## src/rtl/msj_angle_tracker_pkg.sv

```systemverilog
// Shared types and defaults for the MSJ per-sensor angle tracker.
// Contents: the default raw angle width, the per-sensor state record, the
// unwrap result record, and a helper that builds the post-reset sensor state.
package msj_angle_tracker_pkg;

  localparam int DEFAULT_ANGLE_BITS = 12;

  // Per-sensor tracking state; prev holds the raw angle zero-extended.
  typedef struct packed {
    logic        [31:0] prev;
    logic signed [31:0] rev;
    logic signed [31:0] absolute;
    logic signed [31:0] offset;
    logic signed [31:0] acc;
    logic        [31:0] count;
    logic               first;
  } sensor_state_t;

  // Unwrapped delta plus the revolution step (-1, 0, +1) it implies.
  typedef struct packed {
    logic signed [31:0] delta;
    logic signed [1:0]  rev_step;
  } unwrap_result_t;

  function automatic sensor_state_t reset_state();
    sensor_state_t s;
    s       = '0;
    s.first = 1'b1;
    return s;
  endfunction

endpackage

```

## src/rtl/msj_angle_unwrap.sv

```systemverilog
// Combinational single-turn unwrap: delta between the previous and the new raw
// angle folded into the half-open range [-2^(W-1), 2^(W-1)-1], with rev step.
// Ports: prev_i / angle_i raw unsigned angles in, result_o delta + rev_step out.
module msj_angle_unwrap
  import msj_angle_tracker_pkg::*;
#(
  parameter int ANGLE_BITS = DEFAULT_ANGLE_BITS
) (
  input  logic [ANGLE_BITS-1:0] prev_i,
  input  logic [ANGLE_BITS-1:0] angle_i,
  output unwrap_result_t        result_o
);

  localparam logic signed [31:0] HALF = 32'sd1 <<< (ANGLE_BITS - 1);
  localparam logic signed [31:0] FULL = 32'sd1 <<< ANGLE_BITS;

  logic signed [31:0] d;

  always_comb begin
    // Both operands are zero-extended, so d spans the signed W+1-bit range.
    d                 = $signed(32'(angle_i)) - $signed(32'(prev_i));
    result_o.delta    = d;
    result_o.rev_step = 2'sd0;
    if (d > HALF - 32'sd1) begin
      // Large forward jump is really a backward crossing of zero.
      result_o.delta    = d - FULL;
      result_o.rev_step = -2'sd1;
    end else if (d < -HALF) begin
      result_o.delta    = d + FULL;
      result_o.rev_step = 2'sd1;
    end
  end

endmodule

```

## src/rtl/msj_angle_tracker.sv

```systemverilog
// Multi-turn angle tracker: unwraps raw per-sensor angles, keeps revolution
// counters, a zeroing offset, a windowed velocity and pulses cycle[k] per commit.
// Ports: clock/reset (sync, active high); sample_* raw input; zero_offset level;
// per-sensor angle/absolute/offset/relative/velocity/rev/error_count; cycle.
// Optional: MSJ_ANGLE_TRACKER_ERROR_COUNT_EN builds the rejected-frame counters.
module msj_angle_tracker
  import msj_angle_tracker_pkg::*;
#(
  parameter int NUMBER_OF_SENSORS  = 6,
  parameter int ANGLE_BITS         = DEFAULT_ANGLE_BITS,
  parameter int SAMPLES_TO_AVERAGE = 256
) (
  input  logic                         clock,
  input  logic                         reset,
  input  logic                         sample_valid,
  input  logic [7:0]                   sample_sensor,
  input  logic [ANGLE_BITS-1:0]        sample_angle,
  input  logic                         sample_error,
  input  logic                         zero_offset,
  output logic [31:0]                  sensor_angle             [NUMBER_OF_SENSORS],
  output logic signed [31:0]           sensor_angle_absolute    [NUMBER_OF_SENSORS],
  output logic signed [31:0]           sensor_angle_offset      [NUMBER_OF_SENSORS],
  output logic signed [31:0]           sensor_angle_relative    [NUMBER_OF_SENSORS],
  output logic signed [31:0]           sensor_angle_velocity    [NUMBER_OF_SENSORS],
  output logic signed [31:0]           sensor_revolution_counter[NUMBER_OF_SENSORS],
  output logic [15:0]                  sensor_error_count       [NUMBER_OF_SENSORS],
  output logic [NUMBER_OF_SENSORS-1:0] cycle
);

  localparam int AVG_SHIFT = $clog2(SAMPLES_TO_AVERAGE);

  // S0 input register; out-of-range indices are dropped here.
  logic                  s0_vld_q;
  logic [7:0]            s0_sensor_q;
  logic [ANGLE_BITS-1:0] s0_angle_q;
  logic                  s0_err_q;

  // Zero-offset edge detect: two-stage so the offset lands 2 clocks after the edge.
  logic zero_s0_q, zero_s1_q, zero_rise;

  sensor_state_t             st_q  [NUMBER_OF_SENSORS];
  sensor_state_t             st_d  [NUMBER_OF_SENSORS];
  logic signed [31:0]        rel_q [NUMBER_OF_SENSORS];
  logic signed [31:0]        rel_d [NUMBER_OF_SENSORS];
  logic signed [31:0]        vel_q [NUMBER_OF_SENSORS];
  logic signed [31:0]        vel_d [NUMBER_OF_SENSORS];
  logic [NUMBER_OF_SENSORS-1:0] cycle_q, cycle_d;

  // S1: state of the addressed sensor. State is written at the end of S1, so a
  // back-to-back sample for the same sensor sees the freshly committed values.
  logic [ANGLE_BITS-1:0] sel_prev;
  logic signed [31:0]    sel_rev, sel_acc, sel_offset;
  logic [31:0]           sel_count;
  logic                  sel_first;

  unwrap_result_t        uw;
  logic                  commit, win_done;
  logic signed [31:0]    rev_n, abs_n, sum_n, off_n;

  msj_angle_unwrap #(.ANGLE_BITS(ANGLE_BITS)) u_unwrap (
    .prev_i   (sel_prev),
    .angle_i  (s0_angle_q),
    .result_o (uw)
  );

  assign zero_rise = zero_s0_q & ~zero_s1_q;
  assign commit    = s0_vld_q & ~s0_err_q;

  always_comb begin
    sel_prev   = '0;
    sel_rev    = '0;
    sel_acc    = '0;
    sel_offset = '0;
    sel_count  = '0;
    sel_first  = 1'b0;
    for (int i = 0; i < NUMBER_OF_SENSORS; i++) begin
      if (s0_sensor_q == 8'(i)) begin
        sel_prev   = st_q[i].prev[ANGLE_BITS-1:0];
        sel_rev    = st_q[i].rev;
        sel_acc    = st_q[i].acc;
        sel_offset = st_q[i].offset;
        sel_count  = st_q[i].count;
        sel_first  = st_q[i].first;
      end
    end

    // The first sample only seeds prev; rev keeps its reset value.
    rev_n    = sel_first ? sel_rev : sel_rev + 32'(uw.rev_step);
    abs_n    = (rev_n <<< ANGLE_BITS) + $signed(32'(s0_angle_q));
    sum_n    = sel_acc + uw.delta;
    win_done = (sel_count == 32'(SAMPLES_TO_AVERAGE - 1));
    // A zero event coinciding with the commit captures the new absolute value.
    off_n    = zero_rise ? abs_n : sel_offset;
  end

  always_comb begin
    cycle_d = '0;
    for (int i = 0; i < NUMBER_OF_SENSORS; i++) begin
      st_d[i]  = st_q[i];
      rel_d[i] = rel_q[i];
      vel_d[i] = vel_q[i];
      if (commit && (s0_sensor_q == 8'(i))) begin
        st_d[i].prev     = 32'(s0_angle_q);
        st_d[i].rev      = rev_n;
        st_d[i].absolute = abs_n;
        st_d[i].offset   = off_n;
        st_d[i].first    = 1'b0;
        rel_d[i]         = abs_n - off_n;
        cycle_d[i]       = 1'b1;
        if (!sel_first) begin
          if (win_done) begin
            vel_d[i]      = sum_n >>> AVG_SHIFT;
            st_d[i].acc   = '0;
            st_d[i].count = '0;
          end else begin
            st_d[i].acc   = sum_n;
            st_d[i].count = sel_count + 32'd1;
          end
        end
      end else if (zero_rise) begin
        st_d[i].offset = st_q[i].absolute;
        rel_d[i]       = '0;
      end
    end
  end

  always_ff @(posedge clock) begin
    if (reset) begin
      s0_vld_q    <= 1'b0;
      s0_sensor_q <= '0;
      s0_angle_q  <= '0;
      s0_err_q    <= 1'b0;
      zero_s0_q   <= 1'b0;
      zero_s1_q   <= 1'b0;
      cycle_q     <= '0;
      for (int i = 0; i < NUMBER_OF_SENSORS; i++) begin
        st_q[i]  <= reset_state();
        rel_q[i] <= '0;
        vel_q[i] <= '0;
      end
    end else begin
      s0_vld_q    <= sample_valid && (sample_sensor < 8'(NUMBER_OF_SENSORS));
      s0_sensor_q <= sample_sensor;
      s0_angle_q  <= sample_angle;
      s0_err_q    <= sample_error;
      zero_s0_q   <= zero_offset;
      zero_s1_q   <= zero_s0_q;
      cycle_q     <= cycle_d;
      for (int i = 0; i < NUMBER_OF_SENSORS; i++) begin
        st_q[i]  <= st_d[i];
        rel_q[i] <= rel_d[i];
        vel_q[i] <= vel_d[i];
      end
    end
  end

`ifdef MSJ_ANGLE_TRACKER_ERROR_COUNT_EN
  logic [15:0] err_q [NUMBER_OF_SENSORS];

  always_ff @(posedge clock) begin
    if (reset) begin
      for (int i = 0; i < NUMBER_OF_SENSORS; i++) err_q[i] <= '0;
    end else begin
      for (int i = 0; i < NUMBER_OF_SENSORS; i++) begin
        if (s0_vld_q && s0_err_q && (s0_sensor_q == 8'(i)) && (err_q[i] != 16'hFFFF))
          err_q[i] <= err_q[i] + 16'd1;
      end
    end
  end

  always_comb begin
    for (int i = 0; i < NUMBER_OF_SENSORS; i++) sensor_error_count[i] = err_q[i];
  end
`else
  always_comb begin
    for (int i = 0; i < NUMBER_OF_SENSORS; i++) sensor_error_count[i] = '0;
  end
`endif

  always_comb begin
    for (int i = 0; i < NUMBER_OF_SENSORS; i++) begin
      sensor_angle[i]              = st_q[i].prev;
      sensor_angle_absolute[i]     = st_q[i].absolute;
      sensor_angle_offset[i]       = st_q[i].offset;
      sensor_angle_relative[i]     = rel_q[i];
      sensor_angle_velocity[i]     = vel_q[i];
      sensor_revolution_counter[i] = st_q[i].rev;
    end
  end

  assign cycle = cycle_q;

endmodule

```

## config.mk

```make
export PLATFORM = sky130hd
export DESIGN_NAME = msj_angle_tracker
export DESIGN_NICKNAME = d
export VERILOG_FILES = /design/src/rtl/msj_angle_tracker_pkg.sv /design/src/rtl/msj_angle_unwrap.sv /design/src/rtl/msj_angle_tracker.sv
export SDC_FILE = /design/constraint.sdc
export NUM_CORES = 2
export LEC_CHECK = 0
export ABC_AREA = 1
export CAP_MARGIN = 10
export CORE_AREA = 5 5 488 490
export DETAILED_ROUTE_END_ITERATION = 7
export DIE_AREA = 0 0 493 495
export PLACE_DENSITY = 0.58
export SLEW_MARGIN = 10
export SYNTH_ARGS = -nofsm -noshare
export SYNTH_HDL_FRONTEND = slang
export SYNTH_SLANG_ARGS = --single-unit
```

## constraint.sdc

```tcl
create_clock -name clock -period 11 [get_ports clock]
set_clock_uncertainty 0.2 [all_clocks]
set_input_delay 3.3 -clock clock [delete_from_list [all_inputs] [get_ports clock]]
set_output_delay 3.3 -clock clock [all_outputs]
set_load 0.02 [all_outputs]
```

==> results.sh <==
export IMPL_powerDensity_mw_per_mm2=149.9
export IMPL_netlist_area_mm2=0.05929
export IMPL_vias=58680
export IMPL_hpwl_um=251800
export IMPL_die_w_um=493
export IMPL_grt_overflow_total=0
export IMPL_slowest_stage="clkinv_2"
export IMPL_die_area_mm2=0.2440
export IMPL_detail_route_wl_per_cell_um=30.49
export IMPL_firstDrtPassIters=6
export IMPL_start_util=0.2538
export IMPL_drt_iter0_drc=6705
export IMPL_die_h_um=495
export IMPL_synth_seq_cells=1212
export IMPL_post_route_period_util=0.8759
export IMPL_grt_max_degree=239
export IMPL_p_leak_uw=0.02684
export IMPL_startpoint_type="flop"
export IMPL_layout_drive_gt1_share=0.05709
export IMPL_outcome="finished clean"
export IMPL_cpMostUsedCell="inv_1"
export IMPL_maxSlewViolCount=0
export IMPL_antenna_found_initial=19
export IMPL_cts_tree="built"
export IMPL_yosysTopAreaCellShare=0.4092
export IMPL_core_mm2=0.2336
export IMPL_tightest_slew_ps=1275
export IMPL_viasPerCell=5.231
export IMPL_syn_inst=7896
export IMPL_yosysTopAreaCell="dfxtp_1"
export IMPL_syn_mean_instance_area_um2=7.509
export IMPL_grt_pass1_wl_um=458800
export IMPL_cts_made_buffers=144
export IMPL_cts_sinks=1212
export IMPL_critPathRequiredTime_ps=11460
export IMPL_fill_cells=24770
export IMPL_synth_seq_area_share=0.4092
export IMPL_crit_path_end_kind="flop"
export IMPL_worstRegToRegCells=38
export IMPL_final_nets=8155
export IMPL_hold_path_class="flop to flop"
export IMPL_ctsResizeCount=0
export IMPL_h_tree_depth=4
export IMPL_finalWeightedCongestion=0.9590
export IMPL_period_needed_ps=9635
export IMPL_synth_area_top_cells="dfxtp_1 41%, buf_4 12%, o21ai_0 9.0%"
export IMPL_yosysMostFrequentCell="nand2_1"
export IMPL_port_buffers=1062
export IMPL_ant_nets=0
export IMPL_max_stage_delay_ps=670
export IMPL_whs_path_depth=2
export IMPL_rsz0062_at_grt="false"
export IMPL_postCtsSetupBuffers=0
export IMPL_ys_warn_count=0
export IMPL_grt_usage=0.2650
export IMPL_clk_path_buf_depth=3
export IMPL_clk_pin_slew_worst_paths_ps=60
export IMPL_ys_top_cells_by_count="1,338 x nand2_1, 1,212 x dfxtp_1, 1,063 x o21ai_0, 920 x buf_4, 791 x a21oi_1"
export IMPL_hold_viol=0
export IMPL_path_max_fanout=19
export IMPL_num_rows=178
export IMPL_maxCapViolations=0
export IMPL_root_buffer="clkbuf_16"
export IMPL_irDropWorstVdd_uv=105.1
export IMPL_ctsHoldBuffers=0
export IMPL_finalSetupViolCount=0
export IMPL_drc=0
export IMPL_area_growth_pct=21.06
export IMPL_synth_cell_types=68
export IMPL_synthFlopType="dfxtp_1"
export IMPL_worstPathArrival_ps=10090
export IMPL_worst_skew_pair_late_latency_ps=820
export IMPL_fin_tns_setup_ps=0
export IMPL_pin_count=1279
export IMPL_finalWirelength_um=342000
export IMPL_slew_headroom=0.1500
export IMPL_critical_path_class="flop to flop"
export IMPL_async_reset_ff_frac=0
export IMPL_power_uw=10760
export IMPL_timing_fmax_mhz=103.8
export IMPL_first_global_vias=54500
export IMPL_synth_edf_count=0
## power by group
part / switching [uW] / internal [uW]
Sequential: 8.48 / 4390
Combinational: 1160 / 289
Clock: 2070 / 2830
## cells in the final DEF, fill, tap and decap left out, types with 53 or more instances in the layout
cell type        synthesis  final
a21oi_1                791    791
buf_4                  920    100
clkbuf_16                0    146
clkdlybuf4s50_1          0   1061
conb_1                   1    216
dfxtp_1               1212   1212
ha_1                    90     90
inv_1                  440    430
nand2_1               1338   1337
nand3_1                197    197
nand4_1                 65     65
nor2_1                 410    381
nor3_1                  73     72
o21ai_0               1063   1063
o22ai_1                305    305
xor2_1                  55     53
## final cells by class
cell class | instances | area [um2] | area share
antenna | 12 | 30.03 | 0.0004184
clock buffer | 206 | 4119 | 0.05739
clock inverter | 48 | 630.6 | 0.008786
inverter | 465 | 1788 | 0.02491
multi-input combinational | 5046 | 25600 | 0.3567
sequential | 1212 | 24260 | 0.3380
tap | 3060 | 3829 | 0.05334
timing repair buffer | 1168 | 11510 | 0.1604
## registers in the layout, indices dropped and copies added, names as in the netlist
signal and flops:
s0_vld_q 1, s0_err_q 1, s0_sensor_q 8, s0_angle_q 12, cycle 6, zero_s1_q 1
st_q 846, rel_q 192, vel_q 144, zero_s0_q 1
## worst max-delay path, delay by kind of cell (launching register included)
family,cells,cell delay [ps]
flops,1,300
simple gates,16,3500
xor+xnor,1,460
fa+ha+maj,4,1470
compound gates,9,2080
buf+inv,8,1410
## path summary, 6_finish.rpt
path	slack [ps]	end	startpoint
max reg2reg	1370	rel_q[0][154]	s0_sensor_q[5]
min reg2reg	250	st_q[0][772]	st_q[0][772]
min	250	st_q[0][772]	st_q[0][772]
max	1370	rel_q[0][154]	s0_sensor_q[5]
## through the flow
step | utilization | cells | hold WS, ps | worst slack (ps) | instance area (um2)
floorplan | - | 8111 | 210.7 | 3261 | 60100
global placement | 0.2866 | 10950 | 228.3 | 1640 | 66960
detailed placement | 0.2866 | 10950 | 234.1 | 1526 | 66960
CTS | 0.3070 | 11200 | 248.3 | 1484 | 71710
global route | 0.3071 | 11210 | 276.8 | 694.6 | 71750
finish | 0.3072 | 11220 | 247.8 | 1365 | 71780
## per-layer routing
layer / share of wire / GRT usage / vias to the layer above
met1: 0.37 / 0.3104 / 28390
li1: - / - / 25950
met3: 0.087 / 0.05911 / 748
met2: 0.46 / 0.4336 / 3583
met5: 0.00011 / 0 / -
met4: 0.082 / 0.1788 / 6
## cell families after synthesis
| group | after synthesis | synth area share |
|---|---|---|
| AO/OA/AOI/OAI | 2468 | 0.2282 |
| XOR/XNOR | 89 | 0.01340 |
| adder cells (fa/ha/maj) | 93 | 0.02001 |
| buffers and inverters | 1853 | 0.1770 |
| flip-flops | 1212 | 0.4092 |
| other | 1 | 0.00006325 |
| AND/OR/NAND/NOR | 2180 | 0.1522 |
(Power assumes the default switching activity.)
